`src/rtl/spi_rom_fetch_if.sv`:
```
// Core-side fetch handshake plus flash pad signals for spi_rom_fetch.
//   req_i/addr_i     : fetch request and 13-bit program word address
//   busy_o/ready_o   : busy from acceptance to completion; ready is a 1-clk pulse
//   instr_o          : 16-bit instruction word, held until the next ready_o
//   rom_cs_n_o, rom_sclk_o, rom_io_o, rom_io_oe_o, rom_io_i : quad-SPI pads
// slave  : the fetch unit
// master : the core / pad ring side
interface spi_rom_fetch_if;
  logic        req_i;
  logic [12:0] addr_i;
  logic        busy_o;
  logic        ready_o;
  logic [15:0] instr_o;
  logic        rom_cs_n_o;
  logic        rom_sclk_o;
  logic [3:0]  rom_io_o;
  logic [3:0]  rom_io_oe_o;
  logic [3:0]  rom_io_i;

  modport slave (
    input  req_i, addr_i, rom_io_i,
    output busy_o, ready_o, instr_o, rom_cs_n_o, rom_sclk_o, rom_io_o, rom_io_oe_o
  );

  modport master (
    output req_i, addr_i, rom_io_i,
    input  busy_o, ready_o, instr_o, rom_cs_n_o, rom_sclk_o, rom_io_o, rom_io_oe_o
  );
endinterface

```
`src/rtl/spi_rom_fetch.sv`:
```
// Instruction fetch front end: turns a program word address into a Fast Read
// Quad Output (0x6B) transaction on a serial flash and returns one 16-bit
// big-endian instruction. Sequential fetches continue the open transaction.
//   clk   : system clock, sclk runs at clk/2 (low phase, then high phase)
//   rst_n : asynchronous active-low reset
//   bus   : spi_rom_fetch_if.slave (core handshake + flash pads)
module spi_rom_fetch #(
  parameter logic [23:0] BASE_ADDR    = 24'h000000,
  parameter int          DUMMY_CYCLES = 8,
  parameter int          CS_IDLE      = 2
) (
  input  logic           clk,
  input  logic           rst_n,
  spi_rom_fetch_if.slave bus
);

  typedef enum logic [2:0] {IDLE, CS_GAP, CMD, ADDR, DUMMY, DATA, STREAM} state_e;

  localparam int         CNT_W    = 16;
  localparam logic [7:0] CMD_FRQO = 8'h6B;

  state_e           state_q, state_d;
  logic             ph_q, ph_d;          // 0 = sclk low phase, 1 = high phase
  logic [CNT_W-1:0] cnt_q, cnt_d;        // remaining bits / sclk / gap clocks, minus one
  logic [31:0]      sh_q, sh_d;          // command byte followed by address, MSB first
  logic [11:0]      dat_q, dat_d;        // first three nibbles of the word in flight
  logic [15:0]      instr_q, instr_d;
  logic [12:0]      addr_q, addr_d;      // word being fetched
  logic [12:0]      last_q, last_d;      // word the open stream points past
  logic             ready_q, ready_d;

  logic [23:0]      byte_addr;
  logic             seq_hit;
  logic             serial_st;

  assign byte_addr = BASE_ADDR + {10'd0, bus.addr_i, 1'b0};
  // Continuation only when the next word follows directly; 8191 -> 0 would
  // need the flash to wrap the byte address, so it is treated as a redirect.
  assign seq_hit   = (last_q != 13'h1FFF) && (bus.addr_i == last_q + 13'd1);
  assign serial_st = (state_q == CMD) || (state_q == ADDR) ||
                     (state_q == DUMMY) || (state_q == DATA);

  always_ff @(posedge clk or negedge rst_n) begin
    if (!rst_n) begin
      state_q <= IDLE;
      ph_q    <= 1'b0;
      cnt_q   <= '0;
      sh_q    <= '0;
      dat_q   <= '0;
      instr_q <= '0;
      addr_q  <= '0;
      last_q  <= '0;
      ready_q <= 1'b0;
    end else begin
      state_q <= state_d;
      ph_q    <= ph_d;
      cnt_q   <= cnt_d;
      sh_q    <= sh_d;
      dat_q   <= dat_d;
      instr_q <= instr_d;
      addr_q  <= addr_d;
      last_q  <= last_d;
      ready_q <= ready_d;
    end
  end

  always_comb begin
    state_d = state_q;
    ph_d    = ph_q;
    cnt_d   = cnt_q;
    sh_d    = sh_q;
    dat_d   = dat_q;
    instr_d = instr_q;
    addr_d  = addr_q;
    last_d  = last_q;
    ready_d = 1'b0;

    // Every serial state advances one sclk period per two clocks; work
    // happens on the clock that ends the high phase.
    if (serial_st) ph_d = ~ph_q;

    case (state_q)
      IDLE: begin
        if (bus.req_i) begin
          addr_d  = bus.addr_i;
          sh_d    = {CMD_FRQO, byte_addr};
          cnt_d   = CNT_W'(7);
          ph_d    = 1'b0;
          state_d = CMD;
        end
      end

      CS_GAP: begin
        if (cnt_q == '0) begin
          cnt_d   = CNT_W'(7);
          ph_d    = 1'b0;
          state_d = CMD;
        end else begin
          cnt_d = cnt_q - 1'b1;
        end
      end

      CMD: begin
        if (ph_q) begin
          sh_d = {sh_q[30:0], 1'b0};
          if (cnt_q == '0) begin
            cnt_d   = CNT_W'(23);
            state_d = ADDR;
          end else begin
            cnt_d = cnt_q - 1'b1;
          end
        end
      end

      ADDR: begin
        if (ph_q) begin
          sh_d = {sh_q[30:0], 1'b0};
          if (cnt_q == '0) begin
            if (DUMMY_CYCLES == 0) begin
              cnt_d   = CNT_W'(3);
              state_d = DATA;
            end else begin
              cnt_d   = CNT_W'(DUMMY_CYCLES - 1);
              state_d = DUMMY;
            end
          end else begin
            cnt_d = cnt_q - 1'b1;
          end
        end
      end

      DUMMY: begin
        if (ph_q) begin
          if (cnt_q == '0) begin
            cnt_d   = CNT_W'(3);
            state_d = DATA;
          end else begin
            cnt_d = cnt_q - 1'b1;
          end
        end
      end

      DATA: begin
        if (ph_q) begin
          dat_d = {dat_q[7:0], bus.rom_io_i};
          if (cnt_q == '0) begin
            instr_d = {dat_q, bus.rom_io_i};
            ready_d = 1'b1;
            last_d  = addr_q;
            state_d = STREAM;
          end else begin
            cnt_d = cnt_q - 1'b1;
          end
        end
      end

      STREAM: begin
        if (bus.req_i) begin
          addr_d = bus.addr_i;
          ph_d   = 1'b0;
          if (seq_hit) begin
            cnt_d   = CNT_W'(3);
            state_d = DATA;
          end else begin
            sh_d    = {CMD_FRQO, byte_addr};
            cnt_d   = CNT_W'(CS_IDLE - 1);
            state_d = CS_GAP;
          end
        end
      end

      default: state_d = IDLE;
    endcase
  end

  // Pad outputs decode straight from registered state so an asynchronous
  // reset returns them to idle levels immediately.
  assign bus.rom_cs_n_o  = (state_q == IDLE) || (state_q == CS_GAP);
  assign bus.rom_sclk_o  = serial_st && ph_q;
  assign bus.rom_io_o    = ((state_q == CMD) || (state_q == ADDR)) ? {2'b11, 1'b0, sh_q[31]} : 4'b0000;
  assign bus.rom_io_oe_o = ((state_q == CMD) || (state_q == ADDR)) ? 4'b1101 : 4'b0000;
  assign bus.busy_o      = (state_q != IDLE) && (state_q != STREAM);
  assign bus.ready_o     = ready_q;
  assign bus.instr_o     = instr_q;

endmodule

```
`src/flat_wrapper.sv`:
```
// flat-port wrapper written by rule: the top's interface ports become plain ports
module spi_rom_fetch_flat 
#(
  parameter logic [23:0] BASE_ADDR    = 24'h000000,
  parameter int          DUMMY_CYCLES = 8,
  parameter int          CS_IDLE      = 2
)
  (clk, rst_n, bus_req_i, bus_addr_i, bus_rom_io_i, bus_busy_o, bus_ready_o, bus_instr_o, bus_rom_cs_n_o, bus_rom_sclk_o, bus_rom_io_o, bus_rom_io_oe_o);
  spi_rom_fetch_if bus_i ();
  input  logic clk;
  input  logic rst_n;
  input wire logic [$bits(bus_i.req_i)-1:0] bus_req_i;
  input wire logic [$bits(bus_i.addr_i)-1:0] bus_addr_i;
  input wire logic [$bits(bus_i.rom_io_i)-1:0] bus_rom_io_i;
  output wire logic [$bits(bus_i.busy_o)-1:0] bus_busy_o;
  output wire logic [$bits(bus_i.ready_o)-1:0] bus_ready_o;
  output wire logic [$bits(bus_i.instr_o)-1:0] bus_instr_o;
  output wire logic [$bits(bus_i.rom_cs_n_o)-1:0] bus_rom_cs_n_o;
  output wire logic [$bits(bus_i.rom_sclk_o)-1:0] bus_rom_sclk_o;
  output wire logic [$bits(bus_i.rom_io_o)-1:0] bus_rom_io_o;
  output wire logic [$bits(bus_i.rom_io_oe_o)-1:0] bus_rom_io_oe_o;
  assign bus_i.req_i = bus_req_i;
  assign bus_i.addr_i = bus_addr_i;
  assign bus_i.rom_io_i = bus_rom_io_i;
  assign bus_busy_o = bus_i.busy_o;
  assign bus_ready_o = bus_i.ready_o;
  assign bus_instr_o = bus_i.instr_o;
  assign bus_rom_cs_n_o = bus_i.rom_cs_n_o;
  assign bus_rom_sclk_o = bus_i.rom_sclk_o;
  assign bus_rom_io_o = bus_i.rom_io_o;
  assign bus_rom_io_oe_o = bus_i.rom_io_oe_o;
  spi_rom_fetch #(.BASE_ADDR(BASE_ADDR), .DUMMY_CYCLES(DUMMY_CYCLES), .CS_IDLE(CS_IDLE)) u_core (.clk(clk), .rst_n(rst_n), .bus(bus_i));
endmodule
```
`config.mk`:
```
export PLATFORM = sky130hd
export DESIGN_NAME = spi_rom_fetch_flat
export DESIGN_NICKNAME = d
export VERILOG_FILES = /design/src/rtl/spi_rom_fetch_if.sv /design/src/rtl/spi_rom_fetch.sv /design/src/flat_wrapper.sv
export SDC_FILE = /design/constraint.sdc
export NUM_CORES = 1
export LEC_CHECK = 0
export ABC_AREA = 1
export BUFFER_PORTS_ARGS = -buffer_cell sky130_fd_sc_hd__buf_2
export CAP_MARGIN = 40
export CORE_UTILIZATION = 60
export CTS_CLUSTER_SIZE = 12
export DETAILED_ROUTE_END_ITERATION = 16
export PLACE_DENSITY = 0.88
export SLEW_MARGIN = 20
export SYNTH_ARGS = -nofsm -noshare
export SYNTH_HDL_FRONTEND = slang
export SYNTH_SLANG_ARGS = --single-unit
```
`constraint.sdc`:
```
create_clock -name clk -period 2.05 [get_ports clk]
set_clock_uncertainty 0.05 [all_clocks]
set_input_delay 0.41 -clock clk [delete_from_list [all_inputs] [get_ports clk]]
set_output_delay 0.41 -clock clk [all_outputs]
set_load 0.03 [all_outputs]
```
==> results by group <==
Status
  – Status: complete, but fails checks
  – Failing checks: negative setup slack

STA
  – Setup ws final: -0.298 ns
  – Slew Limit Fails: 0
  – Setup TNS: -7.53 ns
  – Tmin final: around 2.3 ns
  – Setup violators final: 44
  – Hold Worst Slack: roughly 0.21 ns
  – RSZ-0062 raised after global routing: true
  – Fmax: 426 MHz
  – Final hold vios: 0
  – Period utilisation layout: 115%

Yosys
  – Post-Syn Instances: 737
  – Yosys Warn Count: 0
  – Register bit total from synthesis: 106
  – Synth unique cells: 37
  – Syn Area/Cell: about 7.5 µm²
  – Synth area leaders: dfrtp_1, nand2_1, o21ai_0
  – Top FF cell, synth: dfrtp_1
  – Dominant cell type by area after synthesis: dfrtp_1
  – Top cell type's share of synthesized area: 47.8%
  – Post-synth EDFFs: 0
  – Async S/R FF share, synth: 100%
  – Register area share after synthesis: a little under half
  – Synthesized cell area: 5550 µm²

Placed design
  – Global placement routability congestion: 0.970
  – Setup WS pre-CTS: -0.0667 ns
  – HPWL Detailed: about 9000 µm
  – I/O Buffers: 45

Die
  – Initial Utilization: 62.8%
  – CORE AREA: about 8800 µm²
  – Ports: between 40 and 50
  – Die Y: 98.2 µm
  – Cell Rows: 34
  – Die area: between 9000 and 10,000 µm²
  – Die X: between 90 and 100 µm

Clock network
  – Root Buffer: clkbuf_8
  – Clock slew at reported path FFs: about 0.11 ns
  – # H-tree levels: 3
  – Cts bufs inserted: 9
  – CTS tree: done
  – Worst-Skew Late Latency: 0.38 ns
  – Clock sinks: 106
  – Max Root-Sink Buffers: 2

Detailed routing
  – Vias per cell: 5.99
  – Vias: 5,675
  – Post-detailed-route count of antenna-violating nets: 0
  – Drt pass-1 iters: 9
  – DRT iter0 DRCs: 666
  – WL final: 16,900 µm
  – DRC: 0
  – Wire per inst: approximately 18 µm

Global route
  – Congestion Overflow GR: 0
  – Largest net degree at the start of global routing: 42
  – Total GRT Usage: 29.7%
  – Grt met3 use: 6.08%
  – Vias in the first global route: just over 5,000
  – First-pass GRT wire length: 22,900 µm
  – Global routing's busiest layer: met2
  – Met1 Use GR: 38.8%
  – Initial antenna violation count: 0
  – Met2 usage: between 40 and 50%

Run
  – MaxCap Viol Count: 0

Pwr
  – Max VDD drop: ~750 µV
  – Tot Pwr: 11.4 mW
  – Leak: 3.64 nW
  – Power per standard cell area: 1610 nW/µm²

Setup path
  – Start point of the critical path: u_core.last_q[0]
  – Crit path DAT: 2.56 ns
  – CP dominant cell by count: nand2_1
  – Crit path required time: approximately 2.3 ns
  – Kind of critical path: reg2reg
  – Critical Path Source Type: register
  – Critical R2R Launch: u_core.last_q[0]
  – Critical Path End Type: register
  – CP peak stage delay: 0.43 ns
  – Critical Path Slowest Stage Cell: dfrtp_1
  – Crit-path max FO: 6
  – Cell Chain, Critical Path: ha_4 -> nand2_2 -> nor2_2 -> nand2_1 -> nand2_1 -> nand2_1 -> nand2_1 -> nand2_1 -> nor2_1 -> nand2_1 -> nor2_2 -> nand2_2 -> bufbuf_16 -> nand3_1 -> nand2_1

Cells and area
  – Layout Area Growth over Synthesis: 27.2%
  – Final Net Count: 860
  – Layout cells sized above 1: 27.5%
  – ANT cells: 0
  – Core Util, Final: 79.8%

Min path
  – Worst Hold Class: in2reg
  – HP Start: bus_rom_io_i[0]
## power by group
| group | internal [mW] | switching [mW] | leakage [nW] |
|---|---|---|---|
| sequential | 2.78 | 0.507 | 1.38 |
| combinational | 2.74 | 4.12 | 2.17 |
| clock | 0.459 | 0.788 | 0.0857 |
| total | 5.98 | 5.41 | 3.64 |
## flip-flops by register name, summed over array words and instances, names as in the netlist
name / flops
u_core.sh_q: 31
u_core.bus.instr_o: 16
u_core.cnt_q: 16
u_core.addr_q: 13
u_core.last_q: 13
u_core.dat_q: 12
u_core.state_q: 3
u_core.bus.ready_o: 1
u_core.ph_q: 1
## synthesized netlist by cell type (2+ instances only)
cell and n:
inv_1 89, nand3_1 67, ha_1 4, a21oi_1 4
xor2_1 8, nand4_1 6, o21bai_1 2, nand2_1 233
buf_6 4, nor2_2 4, nand2_2 6, buf_4 8
o21ai_0 70, mux2_2 4, buf_2 8, inv_2 3
nor3_1 4, xnor2_1 3, nor2_1 70, dfrtp_1 106
nand2_4 3, clkbuf_1 10, nor2_4 2, or2_2 5
nand3b_1 2
## metrics by stage
| stage | instance area (µm²) | std cells |
|---|---|---|
| after floorplan | 5560 | 738 |
| after global placement | 5990 | 891 |
| after detailed placement | 5990 | 891 |
| after CTS | 6420 | 916 |
| after global routing | 7060 | 948 |
| final | 7060 | 948 |
## timing repair
item | in CTS | in global routing
gates cloned | 2 | 5
setup buffers | 7 | 27
endpoints found under the setup margin | 45 | 80
resized for setup | 40 | 97
hold buffers | 1 | 0
endpoints found under the hold margin | 24 | 0
pin swaps | 6 | 29
## cell type report
class / instances / area [µm²]
Inverter: 92 / 360
Fill cell: 495 / 1790
Clock inverter: 5 / 45.0
Clock buffer: 10 / 128
Timing Repair inverter: 1 / 8.76
Timing Repair Buffer: 115 / 1020
Multi-Input combinational cell: 511 / 2710
Sequential cell: 106 / 2650
Tap cell: 108 / 135
## placed cells by master (no fill, tap or decap), types with 11 or more instances in the layout
master   count
nor2_2      11
dfrtp_1    105
buf_2       35
nand3_1     47
nand2_2     21
nand2_1    214
nand3_2     20
buf_6       19
inv_1       80
o21ai_0     66
buf_4       47
nor2_1      57
## final timing paths
check	endpoint	slack, ns	depth (start not counted)
setup / recovery	u_core.sh_q[20]	-0.30	15
hold / removal	u_core.dat_q[0]	0.21	3
setup reg to reg	u_core.sh_q[20]	-0.30	15
hold reg to reg	u_core.sh_q[11]	0.43	2
max in group asynchronous	u_core.sh_q[27]	0.86	3
min in group asynchronous	u_core.sh_q[6]	0.44	2
## critical path: cells and delay by family, from the launching register on
family	cells	cell delay, ns
buf+inv	1	0.30
flops	1	0.43
simple gates	13	1.27
fa+ha+maj	1	0.18
## logic make-up (layout without fill, tap and decap cells)
family	Yosys count	count (layout)	share of synthesized area, %
mux	4	4	0.811
flops	106	106	47.8
compound gates	84	84	8.04
simple gates	404	405	30.8
fa+ha+maj	4	4	0.901
other cells	1	2	0.0675
xor+xnor	12	12	2.14
buf+inv	122	223	9.51
## metal layers
layer / wire, µm / up-vias
met4: 889 / 0
li1: - / 2502
met3: 1530 / 112
met1: 6300 / 2679
met5: 0 / -
met2: 8180 / 382
Power figures use the tool's default switching activity.
